<file path="src/rtl/spi_read_pkg.sv">
// Shared SPI definitions: FSM state encodings, NDATA default and datapath widths.
package spi_read_pkg;

    localparam int unsigned NDATA_DEFAULT = 48;
    localparam int unsigned RDATA_W       = 64;
    localparam int unsigned CNT_W         = 7;
    localparam int unsigned IDX_W         = 6;

    typedef enum logic [1:0] {
        IDLE    = 2'd0,
        CAPTURE = 2'd1,
        SHIFT   = 2'd2,
        DONE    = 2'd3
    } state_t;

endpackage

</file>
<file path="src/rtl/spi_edge_detect.sv">
// Rising-edge detector on a synchronous level input; shared by the SPI read and write paths.
module spi_edge_detect (
    input  logic clk,
    input  logic rst,
    input  logic in,
    output logic rise
);

    logic prev;

    always_ff @(posedge clk or posedge rst) begin
        if (rst) prev <= 1'b0;
        else     prev <= in;
    end

    assign rise = in & ~prev;

endmodule

</file>
<file path="src/rtl/spi_read.sv">
// SPI chain read-back: strobes sload, clocks NDATA bits out of the chip chain into rdata.
// SPI_READ_MSB_FIRST_EN defined: the first received bit lands in rdata[NDATA-1] instead of rdata[0].
module spi_read
    import spi_read_pkg::*;
#(
    parameter int unsigned NDATA = NDATA_DEFAULT
) (
    input  logic               clk,
    input  logic               rst,
    input  logic               en,
    input  logic               sdin,
    output logic               swr,
    output logic               sclk,
    output logic               sload,
    output logic               sreset,
    output logic [RDATA_W-1:0] rdata,
    output logic               done
);

    state_t             state, state_d;
    logic [CNT_W-1:0]   cnt, cnt_d;
    logic               sclk_d, sload_d, done_d;
    logic [RDATA_W-1:0] rdata_d;
    logic [IDX_W-1:0]   bit_idx;
    logic               en_rise;

    spi_edge_detect u_en_edge (
        .clk  (clk),
        .rst  (rst),
        .in   (en),
        .rise (en_rise)
    );

    assign swr = 1'b0;

`ifdef SPI_READ_MSB_FIRST_EN
    assign bit_idx = IDX_W'(CNT_W'(NDATA - 1) - cnt);
`else
    assign bit_idx = IDX_W'(cnt);
`endif

    always_ff @(posedge clk or posedge rst) begin
        if (rst) begin
            state  <= IDLE;
            cnt    <= '0;
            sclk   <= 1'b0;
            sload  <= 1'b0;
            sreset <= 1'b1;
            done   <= 1'b0;
            rdata  <= '0;
        end else begin
            state  <= state_d;
            cnt    <= cnt_d;
            sclk   <= sclk_d;
            sload  <= sload_d;
            sreset <= 1'b0;
            done   <= done_d;
            rdata  <= rdata_d;
        end
    end

    always_comb begin
        state_d = state;
        cnt_d   = cnt;
        sclk_d  = sclk;
        sload_d = sload;
        done_d  = done;
        rdata_d = rdata;

        case (state)
            IDLE: begin
                sclk_d  = 1'b0;
                sload_d = 1'b0;
                if (en_rise) begin
                    state_d = CAPTURE;
                    cnt_d   = '0;
                    rdata_d = '0;
                    done_d  = 1'b0;
                end
            end

            // sload held across one sclk rise so the chip latches its parallel inputs
            CAPTURE: begin
                case (cnt)
                    CNT_W'(0): begin
                        sload_d = 1'b1;
                        sclk_d  = 1'b0;
                        cnt_d   = CNT_W'(1);
                    end
                    CNT_W'(1): begin
                        sload_d = 1'b1;
                        sclk_d  = 1'b1;
                        cnt_d   = CNT_W'(2);
                    end
                    default: begin
                        sload_d = 1'b0;
                        sclk_d  = 1'b0;
                        cnt_d   = '0;
                        state_d = SHIFT;
                    end
                endcase
            end

            // sample while sclk is low, then raise sclk so the chip advances to the next bit
            SHIFT: begin
                if (!sclk) begin
                    rdata_d[bit_idx] = sdin;
                    sclk_d           = 1'b1;
                    cnt_d            = cnt + CNT_W'(1);
                end else begin
                    sclk_d = 1'b0;
                    if (cnt == CNT_W'(NDATA)) begin
                        state_d = DONE;
                        done_d  = 1'b1;
                    end
                end
            end

            DONE: begin
                sclk_d  = 1'b0;
                sload_d = 1'b0;
                if (!en) state_d = IDLE;
            end

            default: state_d = IDLE;
        endcase
    end

endmodule

</file>
<file path="config.mk">
export PLATFORM = sky130hd
export DESIGN_NAME = spi_read
export DESIGN_NICKNAME = d
export VERILOG_FILES = /design/src/rtl/spi_read_pkg.sv /design/src/rtl/spi_edge_detect.sv /design/src/rtl/spi_read.sv
export SDC_FILE = /design/constraint.sdc
export NUM_CORES = 1
export LEC_CHECK = 0
export BUFFER_PORTS_ARGS = -buffer_cell sky130_fd_sc_hd__buf_2
export CORE_ASPECT_RATIO = 1.25
export CORE_MARGIN = 8
export CORE_UTILIZATION = 55
export CTS_CLUSTER_SIZE = 16
export DETAILED_ROUTE_END_ITERATION = 6
export MAX_ROUTING_LAYER = met4
export PLACE_DENSITY_LB_ADDON = 0.08
export SLEW_MARGIN = 15
export SYNTH_ARGS = -nofsm -noshare
export SYNTH_HDL_FRONTEND = slang
export SYNTH_SLANG_ARGS = --single-unit
</file>
<file path="constraint.sdc">
create_clock -name clk -period 4.2 [get_ports clk]
set_input_delay 0.21 -clock clk [delete_from_list [all_inputs] [get_ports clk]]
set_output_delay 0.21 -clock clk [all_outputs]
set_load 0.01 [all_outputs]
</file>
==> impl_metrics.csv <==
group,metric,value,unit
power_and_ir_drop,power_density,321,mW/mm^2
cells_and_area,area_delta_synth_final,12.3,%
sta,drv_slew,0,
sta,maxSlewHeadroom,26.7,%
worst_setup_path,regToRegEndpoint,"cnt[6]",
worst_setup_path,crit_fanout,49,
cts,holdBufCountCts,0,
floorplan,start_util,56.1,%
worst_setup_path,end_kind,"flop",
logic_synthesis,synth_cells,410,
sta,fmax,0.382,GHz
cells_and_area,stdcell_area,0.00458,sq mm
worst_setup_path,critPathRequiredTime,4.48,ns
cts,clockBufferDepth,2,
outcome,status,"finished, violations left",
outcome,violations,"hold timing",
flow_run,cap_viol_max_count,0,
power_and_ir_drop,static-leakage-power,2.21,nW
sta,setup_violations,0,
global_routing,grt_max_degree,65,
drt,vias,3462,
logic_synthesis,synth_async_sr_flop_share,100,%
logic_synthesis,ys.flop_type,"dfrtp_1",
logic_synthesis,netlist.top_cell.by_area,"dfrtp_1",
cts,cts_tree,"yes",
cells_and_area,diodes,0,
placed_design,dp_hpwl,7510,um
logic_synthesis,ys_seq_area_share,47.9,%
cts,clock_latency,0.36,ns
sta,worst_slew_pin_slew,1.10,ns
logic_synthesis,synth-edff-count,0,
logic_synthesis,synth_most_common_cell,"dfrtp_1",
global_routing,grt_remaining_overflow,0,
sta,finClkSkew,0.0169,ns
sta,period_share,62.3,%
logic_synthesis,synth_cell_type_count,44,
global_routing,grt_pass1_wl,18100,um
placed_design,place_area,0.00436,sq mm
worst_setup_path,reg2regPathDepth,6,
drt,wl_per_cell,20.5,um
cts,cts_num_sinks,78,
drt,vias_per_cell,6.22,
logic_synthesis,synth_area,0.00408,sq mm
floorplan,coreArea,0.00727,sq mm
worst_hold_path,hold_path.class,"primary input to asynchronous set/reset pin",
sta,rsz0062_at_grt,"no",
sta,period_needed,2.62,ns
sta,setup_tns,0,ns
power_and_ir_drop,irDropWorstVdd,0.192,mV
floorplan,die-area,0.0104,sq mm
worst_setup_path,reg2reg_from,"state[0]",
logic_synthesis,synth_commonest_cells,"dfrtp_1 (77), nand2_1 (71), o21ai_0 (70)",
floorplan,die_x,93.0,um
cts,clk_pin_slew,0.09,ns
drt,postRouteAntennaNets,0,
cells_and_area,fin_nets,474,
cts,cts_resized,0,
worst_setup_path,crit_type,"flop to flop",
cts,h-tree-depth,3,
logic_synthesis,syn_avg_cell_area,9.95,sq um
global_routing,antenna_found_initial,0,
floorplan,rows,35,
sta,holdWs,-0.00740,ns
drt,dr.pass1.iters,5,
global_routing,grt.total_usage,22.6,%
sta,hold_viol_final,6,
cts,root_buffer,"clkbuf_8",
cts,post_cts.repair.setup_buffers,0,
cells_and_area,drive_gt1_share,23.4,%
cts,numCtsBuffers,9,
logic_synthesis,yosysWarningCount,0,
placed_design,gp_congestion,0.800,
drt,routed_wl,11400,um
placed_design,port_buffers,71,
global_routing,grt_pass1_vias,3382,
logic_synthesis,ys_seq_elements,78,
floorplan,die_h,112,um
logic_synthesis,synth.area.top_cells,"dfrtp_1 (47%), a22o_1 (14%), o21ai_0 (8.6%)",
drt,initialDrtViolationCount,304,
worst_setup_path,crit_arrival,2.90,ns
floorplan,ioPinCount,73,
drt,route.detailed.drc,0,
power_and_ir_drop,p_total,1.47,mW
worst_setup_path,cp-start-kind,"flop",
worst_setup_path,r2r_slack,1.58,ns
logic_synthesis,synth_top_area_share,47.2,%
-- how the worst max path moves through the flow --
stage               startpoint        end  slack, ns  depth (start not counted)
CTS                   state[0]  rdata[25]       1.60                          6
global placement      state[0]   rdata[1]       1.70                          6
detailed placement    state[0]  rdata[25]       1.63                          6
global route          state[0]  rdata[31]       1.40                          7
finish                state[0]     cnt[6]       1.58                          6
floorplan                  rst     cnt[0]       2.00                          1
-- area by class of cell --
cell class,instances,area [sq um]
Inverter,8,30.0
Timing Repair Buffer,75,385
Clock inverter,6,92.6
Multi-Input combinational cell,288,1880
Clock buffer,10,128
Sequential cell,78,1950
Tap cell,92,115
Fill cell,634,2690
-- worst max-delay path: stages, from the launching register on --
cell	delay [ns]
dfrtp_1	0.42
inv_1	0.16
ha_1	0.61
buf_4	0.50
nand2_1	0.22
or4_1	0.52
nand3_1	0.10
-- layer usage --
metal / up-vias / part of all wire (%) / GRT usage [%]
met5: - / 0 / -
met4: 0 / 2.5 / 11.3
met3: 21 / 5.7 / 3.60
met2: 136 / 50 / 35.9
met1: 1733 / 42 / 27.1
li1: 1572 / - / -
-- report_power, final --
| part | internal (mW) | switching [mW] | total [mW] | leakage, nW |
|---|---|---|---|---|
| logic | 0.0206 | 0.0357 | 0.0563 | 1.09 |
| registers | 0.763 | 0.00847 | 0.772 | 1.01 |
| clock network | 0.339 | 0.301 | 0.640 | 0.104 |
| total | 1.12 | 0.345 | 1.47 | 2.21 |
-- state kept, by name, indices dropped and copies added (netlist names) --
name / flops
state: 2
u_en_edge.prev: 1
done: 1
cnt: 7
rdata: 64
sload: 1
sreset: 1
sclk: 1
-- per-stage QoR --
step | utilization (%) | setup slack, ns | hold WS (ns) | instances
detailed placement | 60.0 | 1.63 | 0.384 | 541
CTS | 63.0 | 1.60 | 0.00936 | 557
global route | 63.0 | 1.40 | 0.0134 | 557
global placement | 60.0 | 1.70 | 0.384 | 541
floorplan | - | 2.00 | 0.241 | 411
finish | 63.0 | 1.58 | -0.00740 | 557
-- cells in the final DEF (no fill, tap or decap), types with 3 or more instances in the layout --
cell type,Yosys,final
clkbuf_8,0,9
a21oi_1,4,4
nor2_1,5,5
dfrtp_1,77,77
nor3b_1,3,3
nand3b_1,6,6
a22o_1,66,66
nand3_1,5,5
nand4_1,3,3
o31ai_1,4,4
nor2_4,8,8
buf_4,3,4
inv_1,8,7
buf_2,11,71
ha_1,10,10
nand2_1,71,71
or3b_1,4,4
o21ai_0,70,70
-- logic make-up after synthesis --
| kind of cell | share of synthesized area [%] |
|---|---|
| other | 0.0919 |
| AOI/OAI and AO/OA | 26.6 |
| muxes | 0.276 |
| and+or+nand+nor | 15.9 |
| adders and majority gates | 3.07 |
| DFF | 47.9 |
| buffers and inverters | 6.23 |
(Power assumes the default switching activity.)
